<file path="src/rtl/ppu_host_writer.sv">
// rtl/ppu_host_writer.sv - host write queue for PPU memories, drained during vblank
// Avalon-MM writes are queued and replayed into the PPU memory write ports one per cycle.
module ppu_host_writer #(
  parameter int FIFO_DEPTH  = 16,
  parameter bit VBLANK_ONLY = 1'b1
) (
  input  logic                          clk,
  input  logic                          reset,
  input  logic                          chipselect,
  input  logic                          write,
  input  logic [13:0]                   address,
  input  logic [31:0]                   write_data,
  output logic                          waitrequest,
  input  logic                          vblank,
  output logic                          we_tile_buffer,
  output logic                          we_tile_graphics,
  output logic                          we_sprite_graphics,
  output logic                          we_color_palettes,
  output logic                          we_OAM,
  output logic [8:0]                    addr_tile_buffer,
  output logic [10:0]                   addr_tile_graphics,
  output logic [10:0]                   addr_sprite_graphics,
  output logic [2:0]                    addr_color_palettes,
  output logic [7:0]                    addr_OAM,
  output logic [31:0]                   wdata,
  output logic [$clog2(FIFO_DEPTH):0]   fifo_count,
  output logic [7:0]                    bad_region_count
);

  localparam int AW = $clog2(FIFO_DEPTH);
  localparam int CW = AW + 1;
  localparam int EW = 3 + 11 + 32;

  typedef enum logic {S_IDLE, S_DRAIN} state_t;

  state_t          r_state;
  state_t          w_state_nxt;
  logic [EW-1:0]   r_mem [FIFO_DEPTH];
  logic [AW-1:0]   r_wr_ptr;
  logic [AW-1:0]   r_rd_ptr;
  logic [CW-1:0]   r_count;
  logic [4:0]      r_we;
  logic [10:0]     r_addr;
  logic [31:0]     r_wdata;
  logic [7:0]      r_bad;

  logic            w_full;
  logic            w_req;
  logic            w_good_region;
  logic            w_push;
  logic            w_drop;
  logic            w_go;
  logic            w_pop;
  logic [EW-1:0]   w_head;
  logic [2:0]      w_head_region;
  logic [10:0]     w_head_off;
  logic [31:0]     w_head_data;

  assign w_full        = (r_count == CW'(FIFO_DEPTH));
  assign w_req         = chipselect & write & ~w_full;
  assign w_good_region = (address[13:11] <= 3'd4);
  assign w_push        = w_req & w_good_region;
  assign w_drop        = w_req & ~w_good_region;
  assign w_go          = (vblank | ~VBLANK_ONLY) & (r_count != '0);

  assign w_head        = r_mem[r_rd_ptr];
  assign w_head_region = w_head[45:43];
  assign w_head_off    = w_head[42:32];
  assign w_head_data   = w_head[31:0];

  // The IDLE->DRAIN edge pops as well, so a lone entry strobes one cycle after acceptance.
  always_comb begin
    w_state_nxt = r_state;
    w_pop       = 1'b0;
    case (r_state)
      S_IDLE: begin
        if (w_go) begin
          w_state_nxt = S_DRAIN;
          w_pop       = 1'b1;
        end
      end
      S_DRAIN: begin
        if (w_go) begin
          w_pop = 1'b1;
        end else begin
          w_state_nxt = S_IDLE;
        end
      end
      default: w_state_nxt = S_IDLE;
    endcase
  end

  always_ff @(posedge clk) begin
    if (w_push) begin
      r_mem[r_wr_ptr] <= {address, write_data};
    end
  end

  always_ff @(posedge clk) begin
    if (reset) begin
      r_state  <= S_IDLE;
      r_wr_ptr <= '0;
      r_rd_ptr <= '0;
      r_count  <= '0;
      r_we     <= '0;
      r_addr   <= '0;
      r_wdata  <= '0;
      r_bad    <= '0;
    end else begin
      r_state <= w_state_nxt;
      if (w_push) begin
        r_wr_ptr <= r_wr_ptr + 1'b1;
      end
      if (w_pop) begin
        r_rd_ptr <= r_rd_ptr + 1'b1;
        r_we     <= 5'd1 << w_head_region;
        r_addr   <= w_head_off;
        r_wdata  <= w_head_data;
      end else begin
        r_we <= '0;
      end
      r_count <= r_count + CW'(w_push) - CW'(w_pop);
      if (w_drop && r_bad != 8'hFF) begin
        r_bad <= r_bad + 8'd1;
      end
    end
  end

  assign waitrequest          = w_full;
  assign we_tile_buffer       = r_we[0];
  assign we_tile_graphics     = r_we[1];
  assign we_sprite_graphics   = r_we[2];
  assign we_color_palettes    = r_we[3];
  assign we_OAM               = r_we[4];
  assign addr_tile_buffer     = r_addr[8:0];
  assign addr_tile_graphics   = r_addr;
  assign addr_sprite_graphics = r_addr;
  assign addr_color_palettes  = r_addr[2:0];
  assign addr_OAM             = r_addr[7:0];
  assign wdata                = r_wdata;
  assign fifo_count           = r_count;
  assign bad_region_count     = r_bad;

endmodule

</file>
<file path="config.mk">
export PLATFORM = sky130hd
export DESIGN_NAME = ppu_host_writer
export DESIGN_NICKNAME = d
export VERILOG_FILES = /design/src/rtl/ppu_host_writer.sv
export SDC_FILE = /design/constraint.sdc
export NUM_CORES = 1
export LEC_CHECK = 0
export CORE_MARGIN = 2
export CORE_UTILIZATION = 40
export DETAILED_ROUTE_END_ITERATION = 8
export GPL_TIMING_DRIVEN = 0
export SLEW_MARGIN = 20
export SYNTH_ARGS = -nofsm -noshare
export SYNTH_HDL_FRONTEND = slang
export SYNTH_SLANG_ARGS = --single-unit
export TNS_END_PERCENT = 50
</file>
<file path="constraint.sdc">
create_clock -name clk -period 13.9 [get_ports clk]
set_input_delay 2.085 -clock clk [delete_from_list [all_inputs] [get_ports clk]]
set_output_delay 2.085 -clock clk [all_outputs]
set_load 0.02 [all_outputs]
</file>
==> reports/metrics.cfg, run 1 <==
[place]
dp_hpwl_um=45900
placedCellCount=2660
gp_congestion=0.728
dp_slack_ps=7930
port_buffers=142

[setup_path]
critical-path-top-delay-family=simple AND/OR/NAND/NOR gates
end_kind=register
crit_path_max_incr_delay_ps=820
slowest_stage=clkdlybuf4s50_1
start_kind=input pin
worstPathCellList=clkdlybuf4s50_1 > o21a_1 > nor3_1 > nand2_1 > nor3_2 > buf_4 > buf_4 > buf_4
r2r_cells=10
cp.buffers_inverters=4
worstSetupPathType=input pin to register
timing.critical_path.required_ps=14220
cpMostUsedCell=buf_4
r2r_start=fifo_count[2]$_SDFF_PP0_
reg2reg_setup_slack_ps=10340
cp.arrival_ps=5610
cp_max_fo=18
worstReg2RegEnd=r_mem[0][1]$_DFFE_PP_

[yosys]
avgSynthCellArea_um2=21.5
synth_edf_count=736
ys_seq_elements=809
yosys.area_share.xor_xnor=0.00227
ys.flop_type=edfxtp_1
netlist_top_cells_count=edfxtp_1 (736), mux4_2 (182), mux2i_1 (95)
synth_fp_nets=1495
synth_fa_ha_area_frac=0.00552
synth_top_family_by_area=multiplexers
ys_warn_count=0
synth_top_area_cell=edfxtp_1
synth_seq_area_share=0.764
synth-compound-area-share=0.0248
synthTopCellsByArea=edfxtp_1 (72%), mux4_2 (13%), dfxtp_1 (4.7%)
syn_area_mm2=0.0308
synth.area.mux_share=0.165
async_reset_ff_frac=0
syn_inst=1431
synth_top_area_share=0.717
yosys.cell_types.count=47
post-synth-top-count-cell=edfxtp_1
yosys.area_share.simple=0.0168

[min_path]
hold_depth=2
min_to=wdata[2]$_SDFFE_PP0N_
hold_path_class=register to register
min-delay-start=wdata[2]$_SDFFE_PP0N_

[global_routing]
grt_pass1_wl_um=104000
antenna_found_initial=1
grt-ovfl-total=0
grt_max_degree=21
gr-max-usage-layer=met2
grt_pass1_vias=15932
grtUsageMet2=0.295
met1_usage=0.252
grtUsageMet3=0.0292
grt_usage=0.180

[sta]
finalSetupViolCount=0
final_hold_viol_count=0
drv_slew=0
layout_setup_ws_ps=8610
fin_crit_sh=0.380
layout_min_cycle_time_ps=5290
tightest_slew_ps=1080
fin_skew_ps=25.4
setup-tns-final_ps=0
worst_hold_slack_ps=479
relSlewSlack=0.278
fmax_mhz=189
rsz0062_at_grt=false

[finish]
regArea_mm2=0.0236
area_growth_pct=21.2
fillCellCount=6212
multiInputGateArea_mm2=0.00671
fin_cells=2814
drive_gt1_frac=0.269
fin_nets=1779

[pwr]
cellLeakagePower_uw=0.0117
p_total_uw=6200
power_density_mw_per_mm2=166
ir_drop_mv=0.0888

[clocking]
cts_made_buffers=83
cts_resized=0
cts_tree=yes
clkTransAtPathRegs_ps=60
cts_setup_buffers=0
holdBufCountCts=0
cts_max_path_buffers=3
insertion_delay_ps=620
cts_sinks=809
htreeDepth=3
root_buffer=clkbuf_16

[route]
routed_wl_um=69700
postRouteAntennaNets=0
detail_route.iter0.violations=1368
drc=0
vias=15018
wire_per_inst_um=24.8
vias_per_cell=5.34
dr.pass1.iters=5

[floorplanning]
die_h_um=282
placementRows=101
dieArea_mm2=0.0793
core_area_mm2=0.0761
die_w_um=282
pin_count=144
start_util=0.405

[status]
status=complete, no violations

[run]
max-cap-violations=0

## cells in the final DEF (no fill, tap or decap), drive strengths merged, types with 13 or more instances in the layout
cell	count
a2bb2oi	43
o21ai	46
mux4	182
nor2	25
dfxtp	73
clkbuf	126
clkinv	31
clkdlybuf4s50	142
edfxtp	736
mux2i	95
buf	146
inv	13
## worst reg2reg max path, cell delays in order, from the launching register on
cell and delay, ps:
dfxtp_1 360, inv_1 80, ha_1 220, nand4bb_1 140, inv_1 110, nor3_1 690
nand2_1 440, nor3_2 520, buf_4 270, buf_4 210, buf_4 220
## layout make-up
class                   instances  share of cell area
plain buffers                 104              0.0167
multi-input cells             505               0.180
inverters                      13             0.00131
diodes                          1           0.0000670
well taps                    1030              0.0345
repair buffers                199              0.0629
clock inverters                42              0.0113
clock buffers                 111              0.0631
flip-flops and latches        809               0.631
## through the flow
stage                util  area [um^2]
detailed placement  0.455        34600
finish              0.491        37400
global route        0.491        37400
floorplan               -        30800
global placement    0.441        33500
CTS                 0.491        37400
## registers in the layout, summed over array words and instances (netlist names), named ones only
register,flops
r_mem,736
r_wr_ptr,4
wdata,32
r_we,5
bad_region_count,8
fifo_count,5
r_rd_ptr,4
addr_sprite_graphics,11
## how the worst max path moves through the flow
stage / from / end / depth (start not counted)
finish: address[11] / r_mem[0][1]$_DFFE_PP_ / 8
detailed placement: address[11] / r_mem[0][2]$_DFFE_PP_ / 8
global placement: address[11] / r_mem[0][41]$_DFFE_PP_ / 5
global route: address[11] / r_mem[0][1]$_DFFE_PP_ / 8
floorplan: address[12] / r_mem[0][0]$_DFFE_PP_ / 4
CTS: address[11] / r_mem[0][2]$_DFFE_PP_ / 8
## power by group
part,switching [uW],total [uW],internal [uW]
clock,901,2240,1340
sequential,54.0,2770,2710
combinational,591,1190,602
## per-layer routing
layer,share of wire,vias up
met5,0,-
met4,0.017,0
met3,0.059,89
met2,0.49,471
met1,0.44,7954
li1,-,6504
## cell families (layout without fill, tap and decap cells)
| family | Yosys count | in the layout |
|---|---|---|
| other cells | 0 | 1 |
| simple gates | 93 | 93 |
| xor+xnor | 8 | 8 |
| compound gates | 112 | 112 |
| fa+ha+maj | 13 | 13 |
| flops | 809 | 809 |
| buf+inv | 117 | 469 |
| mux | 279 | 279 |
Power figures use the tool's default switching activity.
==> run 2: changes to the inputs <==
clock period = 4.7 ns   (was 13.9 ns; I/O delays follow)
==> reports/metrics.cfg, run 2 (synthesis results as in run 1) <==
[global_routing]
grt_usage=0.177
grt_max_degree=20
antenna_found_initial=2
grt_pass1_vias=15573
grt_pass1_wl_um=102000
grt-ovfl-total=0

[floorplanning]
die_w_um=282
start_util=0.405
pin_count=144
dieArea_mm2=0.0793
core_area_mm2=0.0761
placementRows=101
die_h_um=282

[place]
dp_slack_ps=183
placedInstanceArea_mm2=0.0347
gp_congestion=0.736
port_buffers=142
placedCellCount=2655
dp_hpwl_um=45500

[route]
wire_per_inst_um=24.7
drc=0
vias_per_cell=5.33
routed_wl_um=69300
detail_route.iter0.violations=1324
vias=14960
postRouteAntennaNets=0
dr.pass1.iters=7

[finish]
fin_nets=1773
largest_reg_flops=736
regArea_mm2=0.0236
fin_area_mm2=0.0373
area_growth_pct=21.1
largest_register=r_mem
diodes=0
drive_gt1_frac=0.261
fin_cells=2805
layout_commonest_cell=edfxtp_1
fillCellCount=6197
layout_common_cells=edfxtp_1 (736), mux4_2 (182), clkdlybuf4s50_1 (142)
multiInputGateArea_mm2=0.00672

[sta]
finalSetupViolCount=0
layout_min_cycle_time_ps=3920
worst_hold_slack_ps=474
layout_setup_ws_ps=776
fmax_mhz=255
fin_skew_ps=19.3
fin_crit_sh=0.835
drv_slew=0
setup-tns-final_ps=0
tightest_slew_ps=1060
rsz0062_at_grt=false
relSlewSlack=0.297
final_hold_viol_count=0

[clocking]
root_buffer=clkbuf_16
insertion_delay_ps=620
htreeDepth=3
cts_tree=yes
cts_resized=0
cts_made_buffers=82
cts_max_path_buffers=3
cts_setup_buffers=0
holdBufCountCts=0
clkTransAtPathRegs_ps=60
cts_sinks=809

[setup_path]
start_kind=input pin
worstSetupPathType=input pin to register
cp.arrival_ps=4240
slowest_stage=clkdlybuf4s50_1
worstPathCellList=clkdlybuf4s50_1 > o21a_1 > nor3_1 > nand2_1 > nor3_2 > buf_6 > buf_4 > buf_4
cpMostUsedCell=buf_4
end_kind=register
r2r_start=fifo_count[3]$_SDFF_PP0_
crit_path_max_incr_delay_ps=820
cp_max_fo=18
timing.critical_path.required_ps=5020
worstReg2RegEnd=r_mem[1][1]$_DFFE_PP_
r2r_cells=10
reg2reg_setup_slack_ps=1110

[min_path]
hold_depth=2
min-delay-start=wdata[3]$_SDFFE_PP0N_
hold_path_class=register to register
min_to=wdata[3]$_SDFFE_PP0N_

[status]
status=complete, no violations

[run]
max-cap-violations=0

[pwr]
cellLeakagePower_uw=0.0117
power_density_mw_per_mm2=487
ir_drop_mv=0.266

-- run 2: cell count changes in the layout (fill, tap and decap cells not counted), moves of 2 or more --
cell	change
buf_12	-6
buf_16	+6
buf_4	-13
buf_8	+7
clkbuf_1	+7
clkbuf_8	-6
clkinv_2	-4
inv_6	+2
nor3_2	-2
nor3_4	+2
-- run 2: layer usage --
layer / GRT usage / share of wire / vias to the layer above
li1: - / - / 6487
met2: 0.288 / 0.48 / 449
met1: 0.249 / 0.44 / 7916
met4: 0.0457 / 0.021 / 4
met5: 0 / 0.00039 / -
met3: 0.0311 / 0.051 / 104
-- run 2: report_power, final --
group	switching, uW	internal [uW]	total (uW)	leakage [uW]
clock network	2650	3810	6460	0.00131
registers	159	8030	8190	0.00722
logic	1750	1780	3540	0.00313
-- run 2: worst max-delay path: cells and delay by family --
kind	cells	cell delay, ps
buf+inv	4	1470
compound gates	1	410
simple gates	3	1640
-- run 2: through the flow --
step | total power [uW] | util
after floorplan | 10700 | -
after global placement | 11900 | 0.441
after detailed placement | 12000 | 0.456
after CTS | 18400 | 0.491
after global routing | 18900 | 0.491
final | 18200 | 0.491
-- run 2: worst max path at each step --
stage / startpoint / to / slack (ps)
5_1_grt: address[11] / r_mem[1][3]$_DFFE_PP_ / 560
2_1_floorplan: fifo_count[2]$_SDFF_PP0_ / r_mem[1][0]$_DFFE_PP_ / -710
6_report: address[11] / r_mem[1][1]$_DFFE_PP_ / 780
3_3_place_gp: address[11] / r_mem[1][3]$_DFFE_PP_ / -5410
4_1_cts: address[11] / r_mem[1][1]$_DFFE_PP_ / 850
3_5_place_dp: address[11] / r_mem[1][3]$_DFFE_PP_ / 180
-- run 2: area by class of cell --
class | instances | share of cell area
Sequential cell | 809 | 0.631
Clock inverter | 39 | 0.0101
Clock buffer | 111 | 0.0615
Tap cell | 1030 | 0.0345
Timing Repair Buffer | 194 | 0.0646
Inverter | 13 | 0.00131
Buffer | 104 | 0.0167
Multi-Input combinational cell | 505 | 0.180
==> run 3: changes to the inputs <==
clock period = 3.6 ns   (was 4.7 ns; I/O delays follow)
==> reports/metrics.cfg, run 3 (synthesis results as in run 1) <==
[status]
status=complete, no violations

[finish]
largest_register=r_mem
layout_commonest_cell=edfxtp_1
fin_area_mm2=0.0375
area_growth_pct=21.7
drive_gt1_frac=0.265
fin_nets=1777
fin_cells=2812
fillCellCount=6175
layout_common_cells=edfxtp_1 (736), mux4_2 (182), clkdlybuf4s50_1 (142)
largest_reg_flops=736

[floorplanning]
die_h_um=282
pin_count=144
dieArea_mm2=0.0793
die_w_um=282
placementRows=101
start_util=0.405
core_area_mm2=0.0761

[clocking]
clkTransAtPathRegs_ps=60
htreeDepth=3
cts_tree=yes
cts_made_buffers=83
cts_sinks=809
cts_max_path_buffers=3
insertion_delay_ps=620
root_buffer=clkbuf_16

[setup_path]
r2r_start=fifo_count[2]$_SDFF_PP0_
worstSetupPathType=input pin to register
cp_max_fo=18
start_kind=input pin
critPathCapture=fifo_count[4]$_SDFF_PP0_
cp.arrival_ps=3750
reg2reg_setup_slack_ps=430
startpoint=address[11]
timing.critical_path.required_ps=4140
r2r_cells=15
worstReg2RegEnd=fifo_count[4]$_SDFF_PP0_
end_kind=register

[global_routing]
grt_max_degree=21
antenna_found_initial=3
grt-ovfl-total=0
grt_pass1_vias=15824
grt_usage=0.180
grt_pass1_wl_um=103000

[route]
drc=0
postRouteAntennaNets=0
vias=14961
detail_route.iter0.violations=1270
routed-wl-met3_um=4190
wire_per_inst_um=24.9
wl_met1_um=29700
wl_met2_um=34800
routed_wl_um=70100
vias_per_cell=5.32
dr.pass1.iters=5
highest_layer=met5

[sta]
drv_slew=0
fin_crit_sh=0.892
relSlewSlack=0.312
final_hold_viol_count=0
fmax_mhz=311
setup-tns-final_ps=0
tightest_slew_ps=1030
finalSetupViolCount=0
layout_min_cycle_time_ps=3210
rsz0062_at_grt=false
fin_skew_ps=19.9

[min_path]
hold_path_class=input pin to register
min-delay-start=reset

[place]
placedCellCount=2651
dp_hpwl_um=45900
placedInstanceArea_mm2=0.0347
port_buffers=142
gp_congestion=0.721

[pwr]
p_total_uw=24000
power_density_mw_per_mm2=639
ir_drop_mv=0.326
cellLeakagePower_uw=0.0117

[run]
max-cap-violations=0

run 3: through the flow:
stage                     setup slack (ps)  hold WS, ps  utilization
final                                  388          333        0.493
after floorplan                       -580          463            -
after detailed placement              -638          471        0.456
after global routing                   210          347        0.493
after CTS                             25.0          310        0.492
after global placement               -4030          460        0.441
run 3: what timing repair did:
item / 4_1_cts / 5_1_grt
gates resized for setup: 0 / 1
setup buffers: 0 / 7
setup endpoints to repair: 0 / 84
hold buffers: 0 / 0
run 3: critical path, stage by stage:
cell and delay [ps]:
clkdlybuf4s50_1 810, o21a_1 400, nor3_2 350, inv_1 90
ha_1 300, inv_1 60, ha_1 150, inv_1 60
fa_1 410, nor2b_1 190, o21bai_1 110, nand3_1 90
nor3b_1 180
run 3: how the worst min path moves through the flow:
stage / to / slack (ps) / depth (start not counted)
after global routing: fifo_count[0]$_SDFF_PP0_ / 350 / 2
after detailed placement: wdata[18]$_SDFFE_PP0N_ / 470 / 2
after floorplan: register / 460 / 2
after CTS: fifo_count[0]$_SDFF_PP0_ / 310 / 2
after global placement: wdata[18]$_SDFFE_PP0N_ / 460 / 2
final: fifo_count[0]$_SDFF_PP0_ / 330 / 2
run 3: layout make-up:
cell class,instances,area (um^2),share of cell area
Clock buffer,114,2340,0.0622
Inverter,13,48.8,0.00130
Antenna cell,1,2.50,0.0000667
Sequential cell,809,23600,0.628
Timing Repair Buffer,197,2500,0.0667
Buffer,104,623,0.0166
Tap cell,1030,1290,0.0343
Clock inverter,39,424,0.0113
Multi-Input combinational cell,505,6740,0.180
run 3: metal layers:
metal	GRT usage	vias to the layer above
li1	-	6493
met4	0.0513	4
met3	0.0322	100
met5	0	-
met1	0.244	7898
met2	0.301	466
run 3: power breakdown:
group          switching, uW  internal (uW)
logic                   2300           2340
registers                197          10500
clock network           3470           5180
